**config.mk**
```make
export PLATFORM = sky130hd
export DESIGN_NAME = bcd_scan_display_flat
export DESIGN_NICKNAME = d
export VERILOG_FILES = /design/src/rtl/bcd_scan_display_if.sv /design/src/rtl/bcd_scan_display.sv /design/src/flat_wrapper.sv
export SDC_FILE = /design/constraint.sdc
export NUM_CORES = 1
export LEC_CHECK = 0
export BUFFER_PORTS_ARGS = -buffer_cell sky130_fd_sc_hd__buf_4
export CAP_MARGIN = 10
export CELL_PAD_IN_SITES_DETAIL_PLACEMENT = 1
export CELL_PAD_IN_SITES_GLOBAL_PLACEMENT = 1
export CORE_ASPECT_RATIO = 1.25
export CORE_MARGIN = 2
export CORE_UTILIZATION = 42
export DETAILED_ROUTE_END_ITERATION = 8
export GPL_TIMING_DRIVEN = 0
export HOLD_SLACK_MARGIN = 0.02
export PLACE_DENSITY = 0.7
export SKIP_CTS_REPAIR_TIMING = 1
export SYNTH_ARGS = -nofsm -noshare
export SYNTH_HDL_FRONTEND = slang
export SYNTH_SLANG_ARGS = --single-unit
```
**constraint.sdc**
```tcl
create_clock -name clk -period 2.1 [get_ports clk]
set_input_delay 0 -clock clk [delete_from_list [all_inputs] [get_ports clk]]
set_output_delay 0 -clock clk [all_outputs]
set_load 0.005 [all_outputs]
```
**src/rtl/bcd_scan_display_if.sv**
```systemverilog
// Counter-to-display link: packed BCD count and carry in, multiplexed
// active-low 7-segment drive and sticky error flag out.
interface bcd_scan_display_if;
    logic [6:0] count_in;
    logic       carry_in;
    logic [6:0] seg_n;
    logic       dp_n;
    logic [1:0] dig_n;
    logic       err;

    modport master (
        output count_in, carry_in,
        input  seg_n, dp_n, dig_n, err
    );

    modport slave (
        input  count_in, carry_in,
        output seg_n, dp_n, dig_n, err
    );
endinterface

```
**src/rtl/bcd_scan_display.sv**
```systemverilog
// Two-digit multiplexed common-anode 7-segment driver for the mod-80 BCD count.
// Optional macro LZ_BLANK_EN blanks a leading zero in the tens slot.
module bcd_scan_display #(
    parameter int SCAN_DIV = 1000,
    parameter int DP_HOLD  = 4
) (
    input  logic                  clk,
    input  logic                  Rst_n,
    bcd_scan_display_if.slave     bus
);
    localparam int DW = (SCAN_DIV > 2) ? $clog2(SCAN_DIV) : 1;
    localparam int FW = $clog2(DP_HOLD + 1);
    localparam logic [DW-1:0] DIV_LAST = DW'(SCAN_DIV - 1);
    localparam logic [FW-1:0] DP_LOAD  = FW'(DP_HOLD);

    logic [DW-1:0] div_cnt_q, div_cnt_d;
    logic          slot_q, slot_d;
    logic [6:0]    shadow_q, shadow_d;
    logic [FW-1:0] dp_frames_q, dp_frames_d;
    logic          err_q, err_d;
    logic [6:0]    seg_n_q, seg_n_d;
    logic          dp_n_q, dp_n_d;
    logic [1:0]    dig_n_q, dig_n_d;

    logic          slot_end;
    logic          frame_bnd;
    logic          blank;
    logic [3:0]    digit;

    function automatic logic [6:0] seg_decode(input logic [3:0] d);
        logic [6:0] s;
        case (d)
            4'd0:    s = 7'h40;
            4'd1:    s = 7'h79;
            4'd2:    s = 7'h24;
            4'd3:    s = 7'h30;
            4'd4:    s = 7'h19;
            4'd5:    s = 7'h12;
            4'd6:    s = 7'h02;
            4'd7:    s = 7'h78;
            4'd8:    s = 7'h00;
            4'd9:    s = 7'h10;
            default: s = 7'h06;
        endcase
        return s;
    endfunction

    assign slot_end  = (div_cnt_q == DIV_LAST);
    assign frame_bnd = slot_end && slot_q;

    // Scan timebase: wrap and slot toggle share one edge.
    always_comb begin
        div_cnt_d = slot_end ? '0 : div_cnt_q + 1'b1;
        slot_d    = slot_end ? ~slot_q : slot_q;
    end

    // Capture only at frame boundaries so a frame never tears.
    always_comb begin
        shadow_d = frame_bnd ? bus.count_in : shadow_q;
        err_d    = err_q | (frame_bnd && (bus.count_in[3:0] > 4'd9));
    end

    // Carry reload wins over the per-frame decrement.
    always_comb begin
        dp_frames_d = dp_frames_q;
        if (bus.carry_in)
            dp_frames_d = DP_LOAD;
        else if (frame_bnd && (dp_frames_q != '0))
            dp_frames_d = dp_frames_q - 1'b1;
    end

    assign blank = (div_cnt_q == '0);
    assign digit = slot_q ? {1'b0, shadow_q[6:4]} : shadow_q[3:0];

    // Output decode from the current state; registered below.
    always_comb begin
        seg_n_d = 7'h7F;
        dp_n_d  = 1'b1;
        dig_n_d = 2'b11;
        if (!blank) begin
            dig_n_d = slot_q ? 2'b01 : 2'b10;
            seg_n_d = seg_decode(digit);
`ifdef LZ_BLANK_EN
            if (slot_q && (shadow_q[6:4] == 3'd0))
                seg_n_d = 7'h7F;
`endif
            if (!slot_q && (dp_frames_q != '0))
                dp_n_d = 1'b0;
        end
    end

    always_ff @(posedge clk or negedge Rst_n) begin
        if (!Rst_n) begin
            div_cnt_q   <= '0;
            slot_q      <= 1'b0;
            shadow_q    <= '0;
            dp_frames_q <= '0;
            err_q       <= 1'b0;
            seg_n_q     <= 7'h7F;
            dp_n_q      <= 1'b1;
            dig_n_q     <= 2'b11;
        end else begin
            div_cnt_q   <= div_cnt_d;
            slot_q      <= slot_d;
            shadow_q    <= shadow_d;
            dp_frames_q <= dp_frames_d;
            err_q       <= err_d;
            seg_n_q     <= seg_n_d;
            dp_n_q      <= dp_n_d;
            dig_n_q     <= dig_n_d;
        end
    end

    assign bus.seg_n = seg_n_q;
    assign bus.dp_n  = dp_n_q;
    assign bus.dig_n = dig_n_q;
    assign bus.err   = err_q;
endmodule

```
**src/flat_wrapper.sv**
```systemverilog
// flat-port wrapper written by rule: the top's interface ports become plain ports
module bcd_scan_display_flat 
#(
    parameter int SCAN_DIV = 1000,
    parameter int DP_HOLD  = 4
)
  (clk, Rst_n, bus_count_in, bus_carry_in, bus_seg_n, bus_dp_n, bus_dig_n, bus_err);
  bcd_scan_display_if bus_i ();
  input  logic clk;
  input  logic Rst_n;
  input wire logic [$bits(bus_i.count_in)-1:0] bus_count_in;
  input wire logic [$bits(bus_i.carry_in)-1:0] bus_carry_in;
  output wire logic [$bits(bus_i.seg_n)-1:0] bus_seg_n;
  output wire logic [$bits(bus_i.dp_n)-1:0] bus_dp_n;
  output wire logic [$bits(bus_i.dig_n)-1:0] bus_dig_n;
  output wire logic [$bits(bus_i.err)-1:0] bus_err;
  assign bus_i.count_in = bus_count_in;
  assign bus_i.carry_in = bus_carry_in;
  assign bus_seg_n = bus_i.seg_n;
  assign bus_dp_n = bus_i.dp_n;
  assign bus_dig_n = bus_i.dig_n;
  assign bus_err = bus_i.err;
  bcd_scan_display #(.SCAN_DIV(SCAN_DIV), .DP_HOLD(DP_HOLD)) u_core (.clk(clk), .Rst_n(Rst_n), .bus(bus_i));
endmodule
```
==> impl_metrics.tcl, run 1 <==
set metrics [dict create \
    routabilityCongestion 0.827 \
    max_freq_mhz 548 \
    synth_cell_types 37 \
    initialDrtViolationCount 5 \
    ir_drop_uv 435 \
    die_h_um 72.1 \
    place_hpwl_mm 2.32 \
    ys_seq_area_share_pct 52.2 \
    num_vias 1164 \
    rows 24 \
    cts_buffers 5 \
    clock-root-buffer "clkbuf_8" \
    htree_levels 2 \
    cts_tree "built" \
    synth_cells 139 \
    clock_latency_ns 0.29 \
    grt_first_pass_wirelength_mm 5.78 \
    syn_nets 158 \
    rsz0062_at_grt "false" \
    dp.cells 198 \
    vias_per_cell 5.41 \
    finalSetupViolCount 0 \
    grt_max_degree 33 \
    ys_warn_count 0 \
    cp_max_fo 10 \
    startpoint_type "register" \
    diodes 0 \
    avgSynthCellArea_um2 11.2 \
    crit_arrival_ns 1.98 \
    cts.reportedPaths.clkPinSlew_ns 0.07 \
    grt_util_all_layers_pct 18.3 \
    coreArea_um2 3510 \
    wl_per_cell_um 15.4 \
    die_x_um 58.5 \
    overflow 0 \
    hold_path.class "in2async" \
    cts_sinks 32 \
    start_util_pct 44.4 \
    clk_path_buf_depth 2 \
    ioPinCount 21 \
    most-common-layout-cells "buf_4, dfrtp_1, o21ai_0, dfstp_2" \
    drv_cap 0 \
    fin_cells 215 \
    required_ns 2.25 \
    first_pass_iters 3 \
    ys_ff_latch 32 \
    antenna_found_initial 0 \
    slew_headroom_pct 73.3 \
    timing.final.hold_violations 0 \
    final.min_clock_period_ns 1.83 \
    final_core_util_pct 55.4 \
    drc 0 \
    total_leakage_power_nw 0.922 \
    worst_pin_slew_ns 0.400 \
    area_delta_synth_final_pct 25.0 \
    totalWireLength_mm 3.30 \
    p_per_area_nw_per_um2 652 \
    nets 194 \
    drive_gt1_share_pct 30.7 \
    dieArea_um2 4220 \
    period_share_pct 86.9 \
    antenna_left 0 \
    crit_type "reg2reg" \
    maxSlewViolCount 0 \
    fin_skew_ns 0.00720 \
    end_kind "register" \
    setup_tns_ns 0 \
    grt_pass1_vias 1252 \
    syn-cell-area_um2 1560 \
    outcome "complete, no violations" \
    portBuffers 20 \
]
per-layer routing:
| metal | vias up | global-route usage, % | share of wire, % |
|---|---|---|---|
| met5 | - | 0 | 0 |
| met4 | 0 | 10.6 | 2.7 |
| met3 | 10 | 3.74 | 3.8 |
| met2 | 22 | 31.8 | 55 |
| met1 | 575 | 20.4 | 38 |
| li1 | 557 | - | - |
kinds of logic (layout without fill, tap and decap cells):
family,after synthesis,after routing,share of synthesized area [%]
AND/OR/NAND/NOR,44,44,16.4
flip-flops,32,32,52.2
AO/OA/AOI/OAI,27,27,10.4
multiplexers,11,11,7.79
buffers and inverters,11,48,3.29
adder cells (fa/ha/maj),9,9,7.22
XOR/XNOR,5,5,2.81
state kept, by name (all words and copies together), names as in the netlist:
name                cells
u_core.shadow_q         7
u_core.bus.err          1
u_core.slot_q           1
u_core.div_cnt_q       10
u_core.dp_frames_q      3
u_core.bus.dig_n        2
u_core.bus.dp_n         1
u_core.bus.seg_n        7
worst max-delay path: stages (launching register included):
cell	delay, ns
dfrtp_1	0.41
ha_1	0.22
and3_1	0.17
buf_2	0.18
nand4_4	0.12
buf_4	0.20
nor3b_1	0.30
a211oi_1	0.08
Yosys cell counts, drive strengths merged:
master,n,area share [%]
mux2,9,6.5
and4,1,0.56
o21ai,11,3.5
and3,4,1.6
a22oi,1,0.48
ha,9,7.2
nand2,7,1.7
nor4b,1,0.56
inv,7,1.7
nor3,6,1.9
o21ba,1,0.64
o21a,1,0.48
nor2,7,1.7
a22o,1,0.56
and4bb,1,0.80
dfstp,10,17
mux2i,2,1.3
or3,1,0.40
nor3b,1,0.48
dfrtp,22,35
xnor2,3,1.7
a211o,1,0.56
and2,1,0.40
a211oi,1,0.48
o21bai,1,0.48
nand4,1,1.4
nand2b,3,1.2
a21oi,6,1.9
nand3,4,1.3
a31oi,3,1.2
buf,4,1.6
or2,2,0.80
xor2,2,1.1
nor2b,4,1.6
power by group:
part           internal (mW)  switching (mW)
clock                  0.299           0.224
combinational         0.0528          0.0432
sequential             0.641          0.0100
total                  0.993           0.277
metrics by stage:
stage	hold slack (ns)	power (mW)	cell area, um2	setup WS [ns]
after floorplan	-0.296	0.693	1560	0.458
after global placement	-0.0418	0.742	1760	0.332
after detailed placement	-0.0386	0.746	1760	0.273
after CTS	-0.344	1.27	1860	0.266
after global routing	0.231	1.33	1950	0.106
final	0.186	1.27	1950	0.275
final cells by class:
cell class,count,area [um2]
fillers,376,1570
flip-flops and latches,32,813
multi-input cells,96,694
repair buffers,29,240
clock buffers,8,100
well taps,39,48.8
inverters,7,26.3
plain buffers,4,25.0
final timing paths:
path	slack (ns)	cells past startpoint	end	start
worst max register to register	0.27	7	u_core.dp_frames_q[1]	u_core.div_cnt_q[0]
max in group asynchronous	1.59	2	u_core.bus.dig_n[0]	Rst_n
min in group clk	0.45	3	u_core.dp_frames_q[1]	bus_carry_in
worst max-delay path	0.27	7	u_core.dp_frames_q[1]	u_core.div_cnt_q[0]
worst min register to register	0.48	1	u_core.bus.err	u_core.bus.err
worst min-delay path	0.19	2	u_core.shadow_q[3]	Rst_n
Power figures use the tool's default switching activity.
==> run 2: changes to the inputs <==
--- a/config.mk
+++ b/config.mk
@@ -10,7 +10,7 @@
 export CELL_PAD_IN_SITES_DETAIL_PLACEMENT = 1
 export CELL_PAD_IN_SITES_GLOBAL_PLACEMENT = 1
 export CORE_ASPECT_RATIO = 1.25
-export CORE_MARGIN = 2
+export CORE_MARGIN = 10
 export CORE_UTILIZATION = 42
 export DETAILED_ROUTE_END_ITERATION = 8
 export GPL_TIMING_DRIVEN = 0
==> run 2 against run 1 <==
Clock power down 2%. Routed wire length up 0.42%. Combinational power about the same. Worst setup slack worse by 0.0069 ns. Via count up 2.0%. Register-to-register slack about the same. Sequential power about the same. Maximum frequency down 0.38%. Critical path type unchanged. Largest power group unchanged.
==> impl_metrics.tcl, run 2 (synthesis gave the netlist of run 1 again) <==
set metrics [dict create \
    fin_skew_ns 0.0105 \
    largest_register "u_core.div_cnt_q" \
    fin_area_um2 1950 \
    period_share_pct 87.2 \
    grt_max_degree 33 \
    die_x_um 74.5 \
    cp_max_fo 10 \
    multi_input_area_um2 694 \
    met1_usage_pct 12.0 \
    busiest_layer "met2" \
    initialDrtViolationCount 24 \
    slew_headroom_pct 72.9 \
    timing.final.hold_violations 0 \
    final.min_clock_period_ns 1.83 \
    coreArea_um2 3540 \
    diodes 0 \
    dp_slack_ns 0.262 \
    clk_path_buf_depth 2 \
    place_hpwl_mm 2.50 \
    drv_cap 0 \
    cts_tree "built" \
    htree_levels 2 \
    grt_first_pass_wirelength_mm 5.64 \
    setup_tns_ns 0 \
    antenna_left 0 \
    cts_sinks 32 \
    dp.cells 198 \
    clock-root-buffer "clkbuf_8" \
    routabilityCongestion 0.819 \
    antenna_found_initial 0 \
    outcome "complete, no violations" \
    p_per_area_nw_per_um2 646 \
    most-common-layout-cells "buf_4, dfrtp_1, o21ai_0, dfstp_2" \
    power.total_mw 1.26 \
    ioPinCount 21 \
    drive_gt1_share_pct 30.7 \
    required_ns 2.29 \
    fillCellCount 379 \
    nets 194 \
    die_h_um 88.1 \
    grt_pass1_vias 1246 \
    dpl-instance-area_um2 1760 \
    totalWireLength_mm 3.32 \
    wl_per_cell_um 15.4 \
    drc 0 \
    start_util_pct 44.0 \
    worstPathCellList "buf_4 > mux2i_1 > inv_1 > ha_1 > nand2b_1 > a21oi_1 > o21ai_0 > nand2_1" \
    worst_pin_slew_ns 0.395 \
    crit_arrival_ns 2.02 \
    hold_path.class "in2async" \
    rrSetupSlack_ns 0.27 \
    dieArea_um2 6560 \
    crit_slowest_cell "dfrtp_1" \
    gr-usage-met3_pct 4.19 \
    total_leakage_power_nw 0.922 \
    largest_reg_flops 10 \
    maxSlewViolCount 0 \
    vias_per_cell 5.52 \
    num_vias 1187 \
    fin_cells 215 \
    regArea_um2 813 \
    portBuffers 20 \
    ir_drop_uv 387 \
    max_freq_mhz 546 \
    setup_ws_ns 0.268 \
    finalSetupViolCount 0 \
    cts.reportedPaths.clkPinSlew_ns 0.07 \
    grt_use_met2_pct 18.4 \
    first_pass_iters 4 \
    area_delta_synth_final_pct 25.0 \
    clock_latency_ns 0.28 \
    grt_util_all_layers_pct 10.8 \
    cts_buffers 5 \
    crit_type "reg2reg" \
    startpoint_type "register" \
    cpPeakStageDelay_ns 0.41 \
    overflow 0 \
    end_kind "register" \
    rsz0062_at_grt "false" \
    rows 24 \
]
## run 2: metrics by stage
step	utilization, %	hold WS, ns
3_5_place_dp	49.6	-0.0399
5_1_grt	55.0	0.233
6_report	55.0	0.199
2_1_floorplan	-	-0.296
3_3_place_gp	49.6	-0.0492
4_1_cts	52.4	-0.341
## run 2: routing by layer
metal,vias up,routed length [um]
li1,561,-
met1,599,1370
met2,23,1720
met3,4,191
met4,0,38
met5,-,0
## run 2: where the power goes
group / internal, mW / switching [mW] / leakage [nW] / total, mW
logic: 0.0528 / 0.0431 / 0.496 / 0.0959
registers: 0.641 / 0.00957 / 0.374 / 0.651
clock network: 0.299 / 0.213 / 0.0515 / 0.512
total: 0.993 / 0.266 / 0.922 / 1.26
## run 2: area by class of cell
type | instances | share of cell area, %
Timing Repair Buffer | 29 | 12.3
Multi-Input combinational cell | 96 | 35.6
Clock buffer | 8 | 5.14
Sequential cell | 32 | 41.7
Tap cell | 39 | 2.50
Buffer | 4 | 1.28
Inverter | 7 | 1.35
## run 2: path summary, 6_finish.rpt
| kind | from | end | cells past startpoint |
|---|---|---|---|
| max | u_core.slot_q | u_core.bus.seg_n[4] | 8 |
| min | Rst_n | u_core.div_cnt_q[4] | 2 |
| max reg2reg | u_core.slot_q | u_core.bus.seg_n[4] | 8 |
| min reg2reg | u_core.dp_frames_q[2] | u_core.dp_frames_q[2] | 1 |
| max in group asynchronous | Rst_n | u_core.bus.seg_n[2] | 2 |
| min in group clk | bus_carry_in | u_core.dp_frames_q[1] | 3 |
## run 2: critical path: cells and delay by family (launching register included)
family | cells | cell delay, ns
flops | 1 | 0.41
simple gates | 2 | 0.16
fa+ha+maj | 1 | 0.23
compound gates | 2 | 0.23
mux | 1 | 0.40
buf+inv | 2 | 0.33
